**src/rtl/rvc_fetch_decoder.sv**
```systemverilog
// Realigns a 32-bit fetch stream into 16/32-bit instructions and expands RVC to RV32I.
// Output is two cycles after fetch acceptance; out_* is held while !out_ready and in_ready drops when the buffer fills.
module rvc_fetch_decoder #(
  parameter bit EN_RVC = 1'b1,
  parameter int BUF_HW = 4,
  parameter int PC_W   = 32
) (
  input  logic            clk,
  input  logic            rst,
  input  logic            flush,
  input  logic            in_valid,
  output logic            in_ready,
  input  logic [31:0]     in_data,
  input  logic [PC_W-1:0] in_pc,
  output logic            out_valid,
  input  logic            out_ready,
  output logic [31:0]     out_inst,
  output logic [PC_W-1:0] out_pc,
  output logic            out_is_c,
  output logic            out_illegal,
  output logic [31:0]     out_imm,
  output logic [4:0]      out_rs1,
  output logic [4:0]      out_rs2,
  output logic [4:0]      out_rd
);
  localparam int CW = $clog2(BUF_HW + 1);

  logic [15:0]     hb   [BUF_HW];
  logic [15:0]     hb_n [BUF_HW];
  logic [15:0]     hx   [BUF_HW+2];
  logic [CW-1:0]   cnt, cnt_n, base;
  logic [PC_W-1:0] buf_pc, buf_pc_n;
  logic            in_fire, head_c, head_w, load;
  logic [1:0]      cons;

  assign in_ready = !rst && !flush && (cnt <= CW'(BUF_HW - 2));
  assign in_fire  = in_valid && in_ready;
  assign head_c   = (cnt != '0) && (hb[0][1:0] != 2'b11);
  assign head_w   = (cnt >= CW'(2)) && (hb[0][1:0] == 2'b11);
  assign load     = (head_c || head_w) && (!out_valid || out_ready);
  assign cons     = !load ? 2'd0 : (head_c ? 2'd1 : 2'd2);
  assign base     = cnt - CW'(cons);

  // Shift out consumed halfwords, then append the new word behind what remains.
  always_comb begin
    for (int i = 0; i < BUF_HW; i++) hx[i] = hb[i];
    hx[BUF_HW]   = 16'h0000;
    hx[BUF_HW+1] = 16'h0000;
    for (int i = 0; i < BUF_HW; i++) begin
      case (cons)
        2'd1:    hb_n[i] = hx[i+1];
        2'd2:    hb_n[i] = hx[i+2];
        default: hb_n[i] = hb[i];
      endcase
      if (in_fire && CW'(i) == base)
        hb_n[i] = in_pc[1] ? in_data[31:16] : in_data[15:0];
      if (in_fire && !in_pc[1] && CW'(i) == base + CW'(1))
        hb_n[i] = in_data[31:16];
    end
    cnt_n = base;
    if (in_fire) cnt_n = base + (in_pc[1] ? CW'(1) : CW'(2));
    buf_pc_n = (in_fire && base == '0) ? in_pc : buf_pc + (PC_W'(cons) << 1);
  end

  logic [15:0] c;
  logic [4:0]  rd, rs2, rdp, rs1p, rs2p;
  logic [11:0] imm6;
  logic [6:0]  uimm;
  logic [20:0] joff;
  logic [12:0] boff;
  logic [31:0] x_inst, sel_inst;
  logic        x_ill;

  assign c    = hb[0];
  assign rd   = c[11:7];
  assign rs2  = c[6:2];
  assign rdp  = {2'b01, c[4:2]};
  assign rs1p = {2'b01, c[9:7]};
  assign rs2p = {2'b01, c[4:2]};
  assign imm6 = {{6{c[12]}}, c[12], c[6:2]};
  assign uimm = {c[5], c[12:10], c[6], 2'b00};
  assign joff = {{9{c[12]}}, c[12], c[8], c[10:9], c[6], c[7], c[2], c[11], c[5:3], 1'b0};
  assign boff = {{4{c[12]}}, c[12], c[6:5], c[2], c[11:10], c[4:3], 1'b0};

  always_comb begin
    x_inst = 32'h0;
    x_ill  = 1'b0;
    case (c[1:0])
      2'b00: case (c[15:13])
        3'b010:  x_inst = {5'b0, uimm, rs1p, 3'b010, rdp, 7'b0000011};
        3'b110:  x_inst = {5'b0, uimm[6:5], rs2p, rs1p, 3'b010, uimm[4:0], 7'b0100011};
        default: x_ill = 1'b1;
      endcase
      2'b01: case (c[15:13])
        3'b000:  x_inst = {imm6, rd, 3'b000, rd, 7'b0010011};
        3'b010:  x_inst = {imm6, 5'd0, 3'b000, rd, 7'b0010011};
        3'b001, 3'b101:
          x_inst = {joff[20], joff[10:1], joff[11], joff[19:12], (c[15] ? 5'd0 : 5'd1), 7'b1101111};
        3'b100: case (c[11:10])
          2'b00: begin x_ill = c[12]; x_inst = {7'b0000000, c[6:2], rs1p, 3'b101, rs1p, 7'b0010011}; end
          2'b01: begin x_ill = c[12]; x_inst = {7'b0100000, c[6:2], rs1p, 3'b101, rs1p, 7'b0010011}; end
          2'b10: x_inst = {imm6, rs1p, 3'b111, rs1p, 7'b0010011};
          default: begin
            x_ill = c[12];
            case (c[6:5])
              2'b00:   x_inst = {7'b0100000, rs2p, rs1p, 3'b000, rs1p, 7'b0110011};
              2'b01:   x_inst = {7'b0000000, rs2p, rs1p, 3'b100, rs1p, 7'b0110011};
              2'b10:   x_inst = {7'b0000000, rs2p, rs1p, 3'b110, rs1p, 7'b0110011};
              default: x_inst = {7'b0000000, rs2p, rs1p, 3'b111, rs1p, 7'b0110011};
            endcase
          end
        endcase
        3'b110, 3'b111:
          x_inst = {boff[12], boff[10:5], 5'd0, rs1p, 2'b00, c[13], boff[4:1], boff[11], 7'b1100011};
        default: x_ill = 1'b1;
      endcase
      2'b10: case (c[15:13])
        3'b000: begin x_ill = c[12]; x_inst = {7'b0, c[6:2], rd, 3'b001, rd, 7'b0010011}; end
        3'b100: begin
          if (rs2 == 5'd0) begin
            x_ill  = (rd == 5'd0);
            x_inst = {12'b0, rd, 3'b000, (c[12] ? 5'd1 : 5'd0), 7'b1100111};
          end else begin
            x_inst = {7'b0, rs2, (c[12] ? rd : 5'd0), 3'b000, rd, 7'b0110011};
          end
        end
        default: x_ill = 1'b1;
      endcase
      default: x_ill = 1'b1;
    endcase
    if (!EN_RVC) x_ill = 1'b1;
  end

  assign sel_inst = head_c ? (x_ill ? 32'h0 : x_inst) : {hb[1], hb[0]};

  always_ff @(posedge clk) begin
    hb <= hb_n;
  end

  always_ff @(posedge clk) begin
    if (rst) begin
      cnt         <= '0;
      buf_pc      <= '0;
      out_valid   <= 1'b0;
      out_inst    <= 32'h0;
      out_pc      <= '0;
      out_is_c    <= 1'b0;
      out_illegal <= 1'b0;
    end else if (flush) begin
      cnt       <= '0;
      out_valid <= 1'b0;
    end else begin
      cnt    <= cnt_n;
      buf_pc <= buf_pc_n;
      if (load) begin
        out_valid   <= 1'b1;
        out_inst    <= sel_inst;
        out_pc      <= buf_pc;
        out_is_c    <= head_c;
        out_illegal <= head_c && x_ill;
      end else if (out_ready) begin
        out_valid <= 1'b0;
      end
    end
  end

  // Immediate format is picked from opcode bits of the expanded word.
  always_comb begin
    if (out_inst[3])
      out_imm = {{12{out_inst[31]}}, out_inst[19:12], out_inst[20], out_inst[30:21], 1'b0};
    else if (!out_inst[5] || out_inst[2])
      out_imm = {{20{out_inst[31]}}, out_inst[31:20]};
    else if (out_inst[6])
      out_imm = {{20{out_inst[31]}}, out_inst[7], out_inst[30:25], out_inst[11:8], 1'b0};
    else
      out_imm = {{21{out_inst[31]}}, out_inst[30:25], out_inst[11:7]};
  end

  assign out_rs1 = out_inst[19:15];
  assign out_rs2 = out_inst[24:20];
  assign out_rd  = out_inst[11:7];
endmodule

```
**config.mk**
```make
export PLATFORM = sky130hd
export DESIGN_NAME = rvc_fetch_decoder
export DESIGN_NICKNAME = d
export VERILOG_FILES = /design/src/rtl/rvc_fetch_decoder.sv
export SDC_FILE = /design/constraint.sdc
export NUM_CORES = 1
export LEC_CHECK = 0
export ABC_AREA = 0
export CAP_MARGIN = 15
export CORE_UTILIZATION = 40
export DETAILED_ROUTE_END_ITERATION = 12
export GPL_TIMING_DRIVEN = 0
export PLACE_DENSITY = 0.66
export SETUP_SLACK_MARGIN = 0.02
export SLEW_MARGIN = 0
export SYNTH_ARGS = -nofsm -noshare
export SYNTH_HDL_FRONTEND = slang
export SYNTH_SLANG_ARGS = --single-unit
```
**constraint.sdc**
```tcl
create_clock -name clk -period 10.85 [get_ports clk]
set_input_delay 2.17 -clock clk [delete_from_list [all_inputs] [get_ports clk]]
set_output_delay 2.17 -clock clk [all_outputs]
set_load 0.1 [all_outputs]
```
Word-level counts from Yosys, hierarchy flattened:

Cells that the tools add are included.

* $add $sub $neg: 4
* $lt $le $gt $ge: 2
* equality and inequality tests: 22
* mux-type cells: 41
* bitwise operators: 1
* reductions and logical operators: 45

Operators with widths (number)
* 32-bit case mux with 3 select lines: 2
* 16-bit two-way mux: 10
* 32-bit case mux with 5 select lines: 1
* 32-bit two-way mux: 3
* 16-bit case mux with 2 select lines: 3
* 31-bit case mux with 3 select lines: 1
* 27-bit case mux with 2 select lines: 1
* 25-bit case mux with 2 select lines: 1
* 32-bit by 3-bit adder with 32-bit output: 1
* 25-bit two-way mux: 1
* 12-bit two-way mux: 2
* 20-bit two-way mux: 1
* 1-bit logical AND: 16
* 2-bit by 3-bit equality test with 1-bit output (first input constant): 4
* 3-bit equality test (second input constant): 4
* 4-bit nonzero test: 3
* 2-bit equality test (second input constant): 5
* 5-bit logical NOT: 2
* 2-bit OR reduction: 5
* 3-bit logical NOT: 3
* 2-bit by 1-bit equality test with 1-bit output (second input constant): 4
* 1-bit two-way mux: 7
* 1-bit by 3-bit equality test with 1-bit output (first input constant): 2
* 2-bit logical NOT: 3
* 20 further kinds: 30

* bits in registers: 166
* input bits: 69
* output and inout port bits: 115
* word-level logic and storage cells: 126

Logic depth before layout (Yosys ltp):

* depth in word-level cells: 10
* mapped depth: 17
* depth with buffers taken out: 12

Least setup slack after synthesis:

Ideal clock, no wire load.

* path kind: input to register
* start point: in out_ready
* end point: reg hb[16] in the netlist's numbering (enable)
* setup time: 394 ps
* data arrival time: 5259 ps
* required time: 10456 ps
* setup slack: 5196 ps
* stages on the path: 10
* buffers on the path: 4
* path through: nand2b_1 -> nand2_1 -> buf_2 -> buf_1 -> fa_1 -> nor2_1 -> nand4_1 -> clkbuf_1 -> clkbuf_1 -> o211ai_1

* cells in the longest elaborated chain, start to end: 8

Ends and longest elaborated chain
* start, declared: line 16 `input logic out_ready,`
* 1-bit logical OR *: line 40 `assign load = (head_c || head_w) && (!out_valid || out_ready);`
* 1-bit logical AND *: line 40
* 2-bit two-way mux *: line 41 `assign cons = !load ? 2'd0 : (head_c ? 2'd1 : 2'd2);`
* 3-bit by 2-bit subtractor with 3-bit output: line 42 `assign base = cnt - CW'(cons);`
* 3-bit by 1-bit adder with 3-bit output: line 57 `if (in_fire && !in_pc[1] && CW'(i) == base + CW'(1))`
* 2-bit by 3-bit equality test with 1-bit output: line 57
* 1-bit logical AND: line 57
* 4-bit nonzero test (no line) *
* end signal, assigned: line 137 `hb <= hb_n;`
* end, declared: line 28 `logic [15:0] hb [BUF_HW];`

Every way passes the cells marked *; elsewhere a longest branch is shown, timed or not.
A chain may end at the register's enable or synchronous reset.

Worst setup path in the final report:

* start point: in out_ready
* end point: reg hb, in the netlist c[15] (enable)

* cells in the longest elaborated chain, start to end: 8

Ends and longest elaborated chain (line)
* 1-bit logical OR *: 40
* 1-bit logical AND *: 40
* 2-bit two-way mux *: 41
* 3-bit by 2-bit subtractor with 3-bit output: 42
* 3-bit by 1-bit adder with 3-bit output: 57
* 3-bit logical NOT: 57
* 1-bit logical AND: 57
* 4-bit nonzero test (no line) *

Marked as above.

==> results.py <==
metrics = {
    "logic_synthesis": {
        "synth_most_common_cell": "nand2_1",
        "yosys-top-cells-count": "nand2_1 (152), a21oi_1 (132), nor2_1 (105), dfxtp_1 (102), clkbuf_1 (88)",
        "synth.area.top_cells": "dfxtp_1 (20%), edfxtp_1 (18%), a21oi_1 (6.3%)",
        "synth_area_mm2": 0.01043,
        "synthDistinctLibCells": 79,
        "synthesis.nets": 1338,
        "synth_cells": 1262,
        "avgSynthCellArea_um2": 8.265,
        "yosysSeqAreaShare_pct": 38.00,
        "synth_top_area_cell": "dfxtp_1",
        "synth_edf_count": 64,
        "ys_warn_count": 0,
        "synth-seq-cells": 166,
        "synthFlopType": "dfxtp_1",
        "synth_top_area_share_pct": 19.58,
        "async_flop_share_pct": 0,
    },
    "cells_and_area": {
        "seq_area_mm2": 0.003964,
        "area_growth_pct": 27.44,
        "antennaDiodeCount": 0,
        "drive_above_1_share_pct": 8.734,
        "nets": 1540,
        "fill_cells": 2457,
        "multi_input_area_mm2": 0.005667,
        "design_area_mm2": 0.01329,
    },
    "power_and_ir_drop": {
        "p_total_mw": 1.623,
        "p_per_area_mw_per_mm2": 122.1,
        "vdd_drop_max_mv": 0.09974,
        "p_leak_nw": 4.571,
    },
    "worst_setup_path": {
        "slowest_delay_ns": 0.63,
        "worstPathRequired_ns": 10.83,
        "path_cells": "clkdlybuf4s50_1 > nand2b_1 > clkbuf_1 > nand2b_1 > nor2_1 > ha_1 > inv_1 > fa_1 > and3b_1 > nand3_1 > clkbuf_1 > buf_1 > nand3_1",
        "critPathCaptureType": "flip-flop",
        "cp.arrival_ns": 7.16,
        "crit_type": "primary input to flip-flop",
        "cp_max_fo": 16,
        "slowest_stage": "nand3_1",
        "crit_family": "simple AND/OR/NAND/NOR gates",
        "critPathLaunchType": "primary input",
        "cp_num_buf_inv": 5,
    },
    "timing": {
        "finalHoldViolCount": 0,
        "rsz0062_at_grt": "no",
        "drv_slew": 0,
        "fmax_ghz": 0.1392,
        "setup_violations": 0,
        "min_period_ns": 7.181,
        "tightestPinTransition_ns": 1.025,
        "timing.final.crit_share_pct": 66.19,
        "skew_ns": 0.01511,
        "whs_ns": 0.4551,
        "fin_tns_setup_ns": 0,
        "relSlewSlack_pct": 31.42,
    },
    "detailed_routing": {
        "wire_per_inst_um": 21.77,
        "routed_via_density": 6.023,
        "wirelength_mm": 39.34,
        "route.antenna.remaining_nets": 0,
        "num_vias": 10880,
        "drcViolationCount": 0,
        "drtPass1Iterations": 8,
        "first_iter_violations": 1054,
    },
    "worst_hold_path": {
        "hp-class": "flip-flop to flip-flop",
    },
    "global_route": {
        "grt_max_degree": 19,
        "grt_pass1_wl_mm": 60.79,
        "grt_pass1_vias": 10390,
        "grt_overflow": 0,
        "antenna_found_initial": 0,
        "track_usage_pct": 29.72,
    },
    "floorplanning": {
        "start_util_pct": 41.06,
        "rows": 58,
        "ios": 184,
        "die_area_mm2": 0.02672,
        "core_area_mm2": 0.02540,
        "die_h_um": 163.5,
        "die_x_um": 163.5,
    },
    "clock_network": {
        "clockBufferDepth": 2,
        "cts_resized": 0,
        "ctsHtreeMaxLevel": 4,
        "cts_setup_buffers": 0,
        "cts_root_buffer": "clkbuf_16",
        "cts_buffers": 17,
        "clkTransAtPathRegs_ns": 0.08,
        "cts.sinks": 166,
        "holdBufCountCts": 0,
        "clock_latency_ns": 0.45,
        "cts_tree": "done",
    },
    "placement": {
        "routabilityCongestion": 0.9902,
        "dpl_cell_area_mm2": 0.01268,
        "dp_hpwl_mm": 30.54,
        "io_buffers": 182,
    },
    "job": {
        "maxCapViolations": 0,
    },
    "run_status": {
        "status": "finished clean",
    },
}
==> area by class of cell <==
type / count / share of cell area [%]
Buffer: 152 / 5.535
Clock buffer: 18 / 3.304
Tap cell: 330 / 3.106
Sequential cell: 166 / 29.82
Multi-Input combinational cell: 927 / 42.63
Inverter: 17 / 0.4801
Timing Repair Buffer: 183 / 13.79
Clock inverter: 14 / 1.327
==> state kept, by name, summed over array words and instances, names as in the netlist <==
signal and count:
out_inst 32, out_is_c 1, cnt 3, out_pc 32
hb 48, out_valid 1, out_illegal 1, buf_pc 32
c 16
==> worst min-delay path: cells and delay by family, from the launching register on <==
| family | cells | cell delay, ns |
|---|---|---|
| DFF | 1 | 0.31 |
| and+or+nand+nor | 1 | 0.05 |
| AOI/OAI and AO/OA | 1 | 0.05 |
==> metal layers <==
layer  share of wire (%)  GRT usage, %  vias to the layer above  routed length (µm)
met2                  46         49.04                      549               18170
li1                    -             -                     5117                   -
met1                  44         39.22                     5151               17140
met4                 2.6         10.86                        0                1017
met5                   0             0                        -                   0
met3                 7.7         4.393                       66                3020
==> worst paths after layout <==
kind	depth (start not counted)	slack (ns)	end	start
min reg2reg	2	0.46	out_pc[24]$_SDFFE_PP0P_	out_pc[24]$_SDFFE_PP0P_
min	2	0.46	out_pc[24]$_SDFFE_PP0P_	out_pc[24]$_SDFFE_PP0P_
max reg2reg	14	5.45	c[15]$_DFFE_PP_	c[0]$_DFFE_PP_
max	13	3.67	c[15]$_DFFE_PP_	out_ready
==> where the power goes <==
group          internal [mW]  switching, mW  total [mW]
combinational         0.0959          0.192       0.288
clock                  0.340          0.302       0.642
sequential             0.670         0.0224       0.693
total                   1.11          0.517        1.62
==> cells by family after synthesis <==
family	Yosys count	share of synthesized area (%)
simple gates	473	22.40
compound gates	409	27.00
buf+inv	169	7.665
flops	166	38.00
mux	33	3.455
fa+ha+maj	7	1.056
xor+xnor	5	0.4198
==> layout by cell type (no fill, tap or decap), drive strengths merged, types with 17 or more instances in the layout <==
cell,synthesis,routed
mux2,24,24
or3,20,20
a31oi,21,21
edfxtp,64,64
a2bb2oi,28,28
o221ai,19,19
buf,64,65
inv,16,26
o21ai,25,25
a221oi,19,19
nand2,152,152
clkdlybuf4s50,0,182
nor2,105,105
nand3,40,40
nor3,35,35
a22oi,18,18
dfxtp,102,102
clkbuf,88,106
o22ai,17,17
a21oi,132,132
a211oi,43,43
and3,26,26
==> through the flow <==
stage               util [%]  instances  worst slack [ns]
finish                 52.33       1807             3.669
global route           52.33       1807             3.360
CTS                    52.33       1807             3.697
detailed placement     49.91       1775             3.262
global placement       49.86       1774             3.184
floorplan                  -       1262             5.196
No activity file was read; power rests on OpenSTA's default activity.
